### src/rtl/mmio_gpio_pkg.sv
`default_nettype none
// +----------------------------------------------------------------------+
// | Package  : mmio_gpio_pkg                                             |
// | Purpose  : Register offsets and STATUS/CTRL bit positions shared by  |
// |            the MMIO GPIO responder and its testbench.                |
// | Revision : 1.0  initial release                                      |
// +----------------------------------------------------------------------+
package mmio_gpio_pkg;

  // Word offsets from BASE_ADDR
  localparam logic [1:0] OFF_DATA   = 2'd0;
  localparam logic [1:0] OFF_STATUS = 2'd1;
  localparam logic [1:0] OFF_CTRL   = 2'd2;
  localparam logic [1:0] OFF_GPIN   = 2'd3;

  // Number of registers in the window
  localparam int unsigned NUM_REGS = 4;

  // STATUS bit positions
  localparam int ST_FULL    = 0;
  localparam int ST_EMPTY   = 1;
  localparam int ST_CNT_LSB = 2;
  localparam int ST_CNT_MSB = 4;
  localparam int ST_OVF     = 5;

  // CTRL bit positions
  localparam int CTRL_EN = 0;

endpackage : mmio_gpio_pkg
`default_nettype wire

### src/rtl/mmio_gpio_responder_sync_fifo.sv
`default_nettype none
// +----------------------------------------------------------------------+
// | Module   : sync_fifo                                                 |
// | Purpose  : Single-clock FIFO with registered storage, occupancy      |
// |            count and a registered head output. A push into a full    |
// |            FIFO is accepted only when a pop happens in the same      |
// |            cycle.                                                    |
// | Revision : 1.0  initial release                                      |
// +----------------------------------------------------------------------+
module sync_fifo #(
  parameter int WIDTH = 8,
  parameter int DEPTH = 4,
  parameter int CNT_W = $clog2(DEPTH) + 1
) (
  input  logic             clk,
  input  logic             rst,        // asynchronous, active-low
  input  logic             push,
  input  logic [WIDTH-1:0] push_data,
  input  logic             pop,
  output logic             full,
  output logic             empty,
  output logic [CNT_W-1:0] cnt,
  output logic [WIDTH-1:0] head
);

  localparam int PTR_W = $clog2(DEPTH);

  logic [WIDTH-1:0] mem [DEPTH];
  logic [PTR_W-1:0] wr_ptr;
  logic [PTR_W-1:0] rd_ptr;
  logic             do_push;
  logic             do_pop;

  assign full    = (cnt == CNT_W'(DEPTH));
  assign empty   = (cnt == '0);
  // Popping frees a slot at the same edge, so a full FIFO can still take a byte
  assign do_pop  = pop & ~empty;
  assign do_push = push & (~full | do_pop);
  assign head    = mem[rd_ptr];

  // Storage write at the tail; contents cleared on reset so head reads zero
  always_ff @(posedge clk or negedge rst) begin
    if (!rst) begin
      for (int i = 0; i < DEPTH; i++) begin
        mem[i] <= '0;
      end
    end else if (do_push) begin
      mem[wr_ptr] <= push_data;
    end
  end

  // Pointer and occupancy bookkeeping; pointers wrap naturally modulo DEPTH
  always_ff @(posedge clk or negedge rst) begin
    if (!rst) begin
      wr_ptr <= '0;
      rd_ptr <= '0;
      cnt    <= '0;
    end else begin
      if (do_push) wr_ptr <= wr_ptr + 1'b1;
      if (do_pop)  rd_ptr <= rd_ptr + 1'b1;
      case ({do_push, do_pop})
        2'b10:   cnt <= cnt + 1'b1;
        2'b01:   cnt <= cnt - 1'b1;
        default: cnt <= cnt;
      endcase
    end
  end

endmodule : sync_fifo
`default_nettype wire

### src/rtl/mmio_gpio_responder.sv
`default_nettype none
// +----------------------------------------------------------------------+
// | Module   : mmio_gpio_responder                                       |
// | Purpose  : Memory-mapped responder beside the data memory. CPU byte  |
// |            stores are queued in a TX FIFO and drained to a GPIO      |
// |            consumer over valid/ready; an external 8-bit input is     |
// |            synchronized for CPU loads.                               |
// | Revision : 1.0  initial release                                      |
// +----------------------------------------------------------------------+
module mmio_gpio_responder
  import mmio_gpio_pkg::*;
#(
  parameter logic [31:0] BASE_ADDR = 32'h0000_0100,
  parameter int          DEPTH     = 4,
  parameter int          CNT_W     = $clog2(DEPTH) + 1
) (
  input  logic        clk,
  input  logic        rst,        // asynchronous, active-low
  input  logic        wmem,
  input  logic        rmem,
  input  logic [31:0] addr,
  input  logic [31:0] wdata,
  output logic [31:0] rdata,
  output logic        hit,
  output logic [7:0]  gpio_out,
  output logic        gpio_valid,
  input  logic        gpio_ready,
  input  logic [7:0]  gpio_in
);

  logic [31:0]      offset;
  logic [1:0]       reg_sel;
  logic             wr_data;
  logic             wr_status;
  logic             wr_ctrl;
  logic             en;
  logic             ovf;
  logic [7:0]       sync_1;
  logic [7:0]       sync_2;
  logic             fifo_full;
  logic             fifo_empty;
  logic [CNT_W-1:0] fifo_cnt;
  logic [2:0]       cnt_field;
  logic             pop;
  logic             unused_bits;

  // Loads have no side effects and upper store bits are don't-care
  assign unused_bits = ^{rmem, wdata[31:8]};

  // Modular subtraction keeps the window test correct for any BASE_ADDR
  assign offset    = addr - BASE_ADDR;
  assign hit       = (offset < 32'(NUM_REGS));
  assign reg_sel   = offset[1:0];
  assign wr_data   = wmem & hit & (reg_sel == OFF_DATA);
  assign wr_status = wmem & hit & (reg_sel == OFF_STATUS);
  assign wr_ctrl   = wmem & hit & (reg_sel == OFF_CTRL);

  assign gpio_valid = en & ~fifo_empty;
  assign pop        = gpio_valid & gpio_ready;
  assign cnt_field  = 3'(fifo_cnt);

  sync_fifo #(
    .WIDTH (8),
    .DEPTH (DEPTH),
    .CNT_W (CNT_W)
  ) u_fifo (
    .clk       (clk),
    .rst       (rst),
    .push      (wr_data),
    .push_data (wdata[7:0]),
    .pop       (pop),
    .full      (fifo_full),
    .empty     (fifo_empty),
    .cnt       (fifo_cnt),
    .head      (gpio_out)
  );

  // Drain enable and sticky overflow; a new overflow wins over a clear
  always_ff @(posedge clk or negedge rst) begin
    if (!rst) begin
      en  <= 1'b1;
      ovf <= 1'b0;
    end else begin
      if (wr_ctrl) en <= wdata[CTRL_EN];
      if (wr_data && fifo_full && !pop) begin
        ovf <= 1'b1;
      end else if (wr_status && wdata[ST_OVF]) begin
        ovf <= 1'b0;
      end
    end
  end

  // Two-stage synchronizer for the asynchronous GPIO input
  always_ff @(posedge clk or negedge rst) begin
    if (!rst) begin
      sync_1 <= '0;
      sync_2 <= '0;
    end else begin
      sync_1 <= gpio_in;
      sync_2 <= sync_1;
    end
  end

  // Load data mux; zero outside the window and for write-only registers
  always_comb begin
    rdata = '0;
    if (hit) begin
      case (reg_sel)
        OFF_STATUS: begin
          rdata[ST_FULL]                  = fifo_full;
          rdata[ST_EMPTY]                 = fifo_empty;
          rdata[ST_CNT_MSB:ST_CNT_LSB]    = cnt_field;
          rdata[ST_OVF]                   = ovf;
        end
        OFF_CTRL:   rdata[CTRL_EN] = en;
        OFF_GPIN:   rdata[7:0]     = sync_2;
        default:    rdata          = '0;
      endcase
    end
  end

endmodule : mmio_gpio_responder
`default_nettype wire

### config.mk
export PLATFORM = sky130hd
export DESIGN_NAME = mmio_gpio_responder
export DESIGN_NICKNAME = d
export VERILOG_FILES = /design/src/rtl/mmio_gpio_pkg.sv /design/src/rtl/mmio_gpio_responder_sync_fifo.sv /design/src/rtl/mmio_gpio_responder.sv
export SDC_FILE = /design/constraint.sdc
export NUM_CORES = 1
export LEC_CHECK = 0
export BUFFER_PORTS_ARGS = -buffer_cell sky130_fd_sc_hd__buf_2
export CAP_MARGIN = 30
export CORE_AREA = 10 10 92 94
export DETAILED_ROUTE_END_ITERATION = 16
export DIE_AREA = 0 0 102 104
export GPL_TIMING_DRIVEN = 0
export PLACE_DENSITY = 0.83
export SLEW_MARGIN = 10
export SYNTH_ARGS = -nofsm -noshare
export SYNTH_HDL_FRONTEND = slang
export SYNTH_SLANG_ARGS = --single-unit
### constraint.sdc
create_clock -name clk -period 4.5 [get_ports clk]
set_clock_uncertainty 0.1 [all_clocks]
set_input_delay 0 -clock clk [delete_from_list [all_inputs] [get_ports clk]]
set_output_delay 0 -clock clk [all_outputs]
set_load 0.02 [all_outputs]
==> results of run 1 <==
Yosys cell counts, drive strengths merged, types with 4 or more instances:
master / count
o21ai: 5
mux2i: 5
nand2b: 4
mux4: 8
nor2: 15
buf: 26
nor3: 7
dfrtp: 56
mux2: 33
nand2: 13
ha: 4
nand3: 4
xnor2: 5
nor4: 4
inv: 5
metal layers:
metal / up-vias / track usage (%) / share of wire [%]
li1: 1051 / - / -
met1: 1050 / 14.0 / 39
met2: 59 / 22.1 / 52
met3: 10 / 4.58 / 7.2
met4: 0 / 5.34 / 1.7
met5: - / 0 / 0
kinds of logic after synthesis:
family / after synthesis / share of synthesized area (%)
AND/OR/NAND/NOR: 66 / 12.5
flip-flops: 57 / 49.0
multiplexers: 46 / 20.7
buffers and inverters: 34 / 7.52
AO/OA/AOI/OAI: 22 / 5.93
XOR/XNOR: 6 / 1.80
adder cells (fa/ha/maj): 5 / 2.41
other: 1 / 0.129
metrics by stage:
step                      hold WS, ns  setup WS (ns)  util [%]  total power, uW
after floorplan                -0.396           1.38         -              580
after global placement        0.00738          0.976      51.6              617
after detailed placement       -0.139          0.913      51.9              622
after CTS                      0.0646           1.22      58.7             1210
after global routing           0.0780           1.07      58.7             1250
final                          0.0564           1.21      58.7             1210
repair_timing:
| item | in CTS | in global routing |
|---|---|---|
| endpoints found under the hold margin | 99 | 0 |
| setup endpoints to repair | 0 | 0 |
| hold buffers | 21 | 0 |
worst max-delay path by stage:
stage                                end     start  depth (start not counted)
2_1_floorplan  u_fifo.cnt[2]$_DFFE_PN0P_  addr[11]                         12
3_3_place_gp   u_fifo.cnt[2]$_DFFE_PN0P_  addr[11]                         13
3_5_place_dp   u_fifo.cnt[2]$_DFFE_PN0P_  addr[11]                         13
4_1_cts        u_fifo.cnt[2]$_DFFE_PN0P_  addr[11]                         13
5_1_grt        u_fifo.cnt[2]$_DFFE_PN0P_  addr[11]                         13
6_report       u_fifo.cnt[2]$_DFFE_PN0P_  addr[11]                         13
power by group through the flow:
stage / clock network (uW) / registers [uW] / logic (uW)
after global placement: 0 / 531 / 86.8
after detailed placement: 0 / 531 / 91.1
after CTS: 586 / 522 / 105
final: 580 / 522 / 106
after floorplan: 0 / 530 / 49.1
after global routing: 615 / 522 / 118
final cells by class:
| cell class | instances | share of cell area, % |
|---|---|---|
| Multi-Input combinational cell | 169 | 34.5 |
| Buffer | 29 | 5.11 |
| Tap cell | 80 | 2.55 |
| Sequential cell | 57 | 36.4 |
| Clock inverter | 5 | 2.62 |
| Clock buffer | 11 | 3.61 |
| Inverter | 5 | 0.479 |
| Timing Repair Buffer | 91 | 14.7 |
sequential cells by signal, summed over array words and instances (netlist names):
name and cells:
sync_1 8, en 1, u_fifo.wr_ptr 2, u_fifo.rd_ptr 2
u_fifo.mem 32, ovf 1, u_fifo.cnt 3, sync_2 8
==> flow_summary.yaml, run 1 <==
outcome:
  outcome: "completed"
cells_and_area:
  synthToLayoutAreaGrowth_pct: 34.5
  final_cells: 447
  layout.cell_area.non_filler_sq_um: 3920
  num-nets-final: 444
  multiInputGateArea_sq_um: 1350
  num-fill-cells: 541
  final_cell_mix: "sky130_fd_sc_hd__buf_2, sky130_fd_sc_hd__dfrtp_1, sky130_fd_sc_hd__mux2_2"
  seq_area_sq_um: 1430
  num_antenna_cells: 0
  drive_above_1_share_pct: 44.1
  layout.cells.most_common: "sky130_fd_sc_hd__buf_2"
critical_path:
  r2r_cells: 6
  crit-reg2reg-launch: "en$_DFFE_PN1P_"
  critPathSlowestCell: "sky130_fd_sc_hd__o31ai_1"
  path_cells: "buf_2, or4_1, clkbuf_1, or3_1, buf_2, o21ba_2, o31ai_1, or2_2, o21ai_0, fa_1, nor2_1, a32oi_1, o211ai_1"
  crit_path_max_incr_delay_ns: 0.69
  category_of_the_critical_setup_timing_path: "primary input to flip-flop"
  r2r_setup_slack_ns: 2.23
  worst_setup_path_start_kind: "primary input"
  required_ns: 4.64
  worst-path-buf-inv: 3
  crit_top_cell: "sky130_fd_sc_hd__buf_2"
  worst_setup_path_end_kind: "flip-flop"
  rr_endpoint: "u_fifo.mem[12]$_DFFE_PN0P_"
  cp_max_fo: 6
  critPathTopFamily: "simple AND/OR/NAND/NOR gates"
  arrival_time_reported_for_the_critical_path_endpoint_ns: 3.43
placed_design:
  post_dp_hpwl_um: 5090
  portBuffers: 69
  gp_congestion: 0.831
  dpl-instance-area_sq_um: 3460
  dpl.cell_count: 410
power:
  p_seq_share_pct: 43.2
  switch_pwr_uw: 254
  maximum_ir_drop_on_the_vdd_rail_mv: 0.371
  clock_power_share_pct: 48.0
  combinationalPowerShare_pct: 8.8
  p_per_area_nw_per_um2: 308
  cellInternalPower_uw: 953
  power.leakage_uw: 0.00198
  switching_share_pct: 21.1
clocking:
  cts.reportedPaths.clkPinSlew_ns: 0.07
  post_cts_setup_bufs: 0
  cts.sinks: 57
  tritoncts.num_buffers: 9
  clk_root_buffer_cell: "sky130_fd_sc_hd__clkbuf_8"
  clock_path_buffers: 2
  tritoncts_clock_tree: "yes"
  cts_htree_levels: 3
  clock_insertion_delay_worst_skew_ns: 0.32
  post_cts_resized: 0
logic_synthesis:
  synth-edff-count: 0
  post_synth_num_cell_types: 46
  synth.ff_latch_count: 57
  synth.yosys.warnings: 0
  netlist_instances: 237
  synth_top_cells_by_area: "sky130_fd_sc_hd__dfrtp_1, sky130_fd_sc_hd__mux2_2, sky130_fd_sc_hd__buf_4, sky130_fd_sc_hd__mux4_2, sky130_fd_sc_hd__nor2_1"
  ys.flop_type: "sky130_fd_sc_hd__dfrtp_1"
  synth_top_cell_by_area: "sky130_fd_sc_hd__dfrtp_1"
  synth_async_sr_flop_share_pct: 100
  synth_area_per_cell_sq_um: 12.3
  netlist_area_sq_um: 2910
  synth.yosys.seq_area_share_pct: 49.0
  area_share_of_the_leading_cell_type_in_the_synthesized_netlist_pct: 48.1
floorplan:
  die_height_um: 104
  row_count: 30
  io_pins: 119
  initial_utilization_pct: 43.6
  fp.dieW_um: 102
  placeableCoreArea_sq_um: 6680
  die_area_sq_um: 10600
routing:
  drc: 0
  route.detailed.vias_per_inst: 4.85
  via_count: 2170
  drt-total-wl_um: 6850
  dr.first_iter.drc_count: 121
  wl_per_cell_um: 15.3
  detail_route.first_pass.iterations: 4
  residual_antenna_violating_net_count_after_detailed_routing: 0
grt:
  grt_antenna_before_repair: 0
  grt_start_max_net_pins: 40
  first_global_vias: 2300
  grt_overflow: 0
  grt_first_pass_wirelength_um: 11000
  track_usage_pct: 12.9
timing:
  period_share_pct: 73.1
  worst-slew-pin-transition_ns: 0.817
  worst_slew_margin_rel_pct: 45.1
  final-setup-viol-count: 0
  post-route-min-period_ns: 3.29
  timing.final.max_slew_violations: 0
  rsz0062_at_grt: "no"
  setup_tns_ns: 0
  achievable-frequency_mhz: 304
  hold_viol: 0
flow_run:
  max-cap-violations: 0
hold_path:
  hold_class: "primary input to asynchronous set/reset pin"
Power figures use the tool's default switching activity.
==> run 2, diff against run 1 <==
clock period = 3.09 ns   (was 4.5 ns; I/O delays follow)
==> run 2 against run 1 <==
Against the previous run: critical path depth decreased by 2; design area increased by 0.38%; die area unchanged; sequential power increased by 46%; worst hold slack improved by 0.020 ns; clock power increased by 48%; global-route usage increased by 1.2 points; critical endpoint is now ovf$_DFFE_PN0P_; routed wire length increased by 6.8%; flip-flop and latch count unchanged.
==> flow_summary.yaml, run 2 (same netlist as run 1, synthesis figures left out) <==
cells_and_area:
  num-nets-final: 444
  final_cell_mix: "sky130_fd_sc_hd__buf_2, sky130_fd_sc_hd__dfrtp_1, sky130_fd_sc_hd__mux2_2"
  final_cells: 447
  largest-register: "u_fifo.mem"
  layout.core_utilization_pct: 58.9
  leading_registers_by_flop_count: "u_fifo.mem: 32 flops, sync_1: 8 flops, sync_2: 8 flops"
  synthToLayoutAreaGrowth_pct: 35.1
  drive_above_1_share_pct: 45.2
  largest_reg_flops: 32
  layout.cells.most_common: "sky130_fd_sc_hd__buf_2"
  layout.cell_area.non_filler_sq_um: 3930
  num_antenna_cells: 0
clocking:
  tritoncts_clock_tree: "yes"
  clock_path_buffers: 2
  cts_htree_levels: 3
  cts.sinks: 57
  cts.reportedPaths.clkPinSlew_ns: 0.07
  clock_insertion_delay_worst_skew_ns: 0.33
  clk_root_buffer_cell: "sky130_fd_sc_hd__clkbuf_8"
  tritoncts.num_buffers: 9
timing:
  rsz0062_at_grt: "no"
  period_share_pct: 96.6
  post-route-min-period_ns: 2.99
  worst_slew_margin_rel_pct: 44.5
  final-setup-viol-count: 0
  timing.final.max_slew_violations: 0
  setup_tns_ns: 0
  hold_viol: 0
  worst-slew-pin-transition_ns: 0.832
  achievable-frequency_mhz: 335
power:
  switching_share_pct: 21.8
  combinationalPowerShare_pct: 8.8
  cellInternalPower_uw: 1390
  p_seq_share_pct: 42.8
  p_per_area_nw_per_um2: 451
  p_total_uw: 1770
  maximum_ir_drop_on_the_vdd_rail_mv: 0.427
  switch_pwr_uw: 386
  power.leakage_uw: 0.00198
  clock_power_share_pct: 48.4
placed_design:
  dpl-instance-area_sq_um: 3470
  portBuffers: 69
  gp_congestion: 0.828
  dpl.cell_count: 410
  post_dp_hpwl_um: 5110
floorplan:
  placeableCoreArea_sq_um: 6680
  initial_utilization_pct: 43.6
  fp.dieW_um: 102
  io_pins: 119
  die_area_sq_um: 10600
  row_count: 30
  die_height_um: 104
critical_path:
  category_of_the_critical_setup_timing_path: "primary input to flip-flop"
  cp_max_fo: 6
  r2r_setup_slack_ns: 0.73
  worst_setup_path_end_kind: "flip-flop"
  required_ns: 3.21
  r2r_cells: 6
  critical_path.startpoint: "addr[11]"
  endpoint: "ovf$_DFFE_PN0P_"
  arrival_time_reported_for_the_critical_path_endpoint_ns: 3.10
  worst_setup_path_start_kind: "primary input"
  crit-reg2reg-launch: "en$_DFFE_PN1P_"
  rr_endpoint: "u_fifo.mem[12]$_DFFE_PN0P_"
grt:
  grt_overflow: 0
  first_global_vias: 2322
  grt_antenna_before_repair: 0
  grt_first_pass_wirelength_um: 11800
  grt_start_max_net_pins: 36
  track_usage_pct: 14.1
routing:
  dr.first_iter.drc_count: 139
  drt-total-wl_um: 7310
  wl_per_cell_um: 16.4
  met3WireLength_um: 534
  route.detailed.vias_per_inst: 4.99
  residual_antenna_violating_net_count_after_detailed_routing: 0
  via_count: 2230
  route.layer.met1.wl_um: 2610
  top_layer_used: "met4"
  detail_route.first_pass.iterations: 4
  met2_wirelength_from_detailed_routing_um: 3970
  drc: 0
outcome:
  outcome: "completed"
hold_path:
  hold_class: "primary input to asynchronous set/reset pin"
flow_run:
  max-cap-violations: 0
==> run 2: critical path: stages <==
cell	delay, ns
sky130_fd_sc_hd__buf_2	0.10
sky130_fd_sc_hd__or4_1	0.66
sky130_fd_sc_hd__or3_1	0.38
sky130_fd_sc_hd__buf_2	0.17
sky130_fd_sc_hd__o21ba_2	0.21
sky130_fd_sc_hd__o31ai_2	0.45
sky130_fd_sc_hd__or2_2	0.25
sky130_fd_sc_hd__inv_1	0.10
sky130_fd_sc_hd__a31oi_1	0.16
sky130_fd_sc_hd__a21oi_1	0.06
sky130_fd_sc_hd__dlygate4sd3_1	0.56
==> run 2: power by group through the flow <==
stage	combinational [uW]	clock, uW	sequential (uW)
finish	156	858	760
global route	172	912	760
CTS	154	863	760
detailed placement	133	0	774
global placement	126	0	773
floorplan	71.6	0	773
==> run 2: per-stage QoR <==
stage	hold slack, ns	setup slack (ns)
finish	0.0763	0.105
global route	0.137	0.0140
CTS	0.0635	0.0654
detailed placement	-0.0922	-0.277
global placement	0.00743	-0.259
floorplan	-0.396	0.0956
==> run 2: timing repair <==
item | CTS | global route
buffers inserted | 0 | 1
gates resized for setup | 0 | 3
hold buffers | 21 | 0
setup endpoints to repair | 0 | 1
hold endpoints to repair | 101 | 0
==> run 2: how the worst min path moves through the flow <==
stage          startpoint                         end  slack (ns)  cells after the start
3_5_place_dp          rst  u_fifo.mem[31]$_DFFE_PN0P_       -0.09                      1
6_report              rst   u_fifo.mem[4]$_DFFE_PN0P_        0.08                      2
5_1_grt               rst  u_fifo.mem[23]$_DFFE_PN0P_        0.14                      2
2_1_floorplan         rst             ovf$_DFFE_PN0P_       -0.40                      0
3_3_place_gp   gpio_in[6]         sync_1[6]$_DFF_PN0_       0.007                      1
4_1_cts          addr[12]   u_fifo.cnt[2]$_DFFE_PN0P_        0.06                      5
==> run 2: cell type report <==
class | count | area (sq um)
Clock buffer | 11 | 141
Buffer | 28 | 196
Multi-Input combinational cell | 169 | 1360
Clock inverter | 5 | 103
Fill cell | 523 | 2750
Tap cell | 80 | 100
Sequential cell | 57 | 1430
Timing Repair Buffer | 92 | 583
Inverter | 5 | 18.8
==> run 2: layer usage <==
layer | global-route usage, % | vias up
met5 | 0 | -
met4 | 7.16 | 0
met3 | 3.99 | 16
met2 | 24.5 | 88
met1 | 14.9 | 1071
li1 | - | 1055
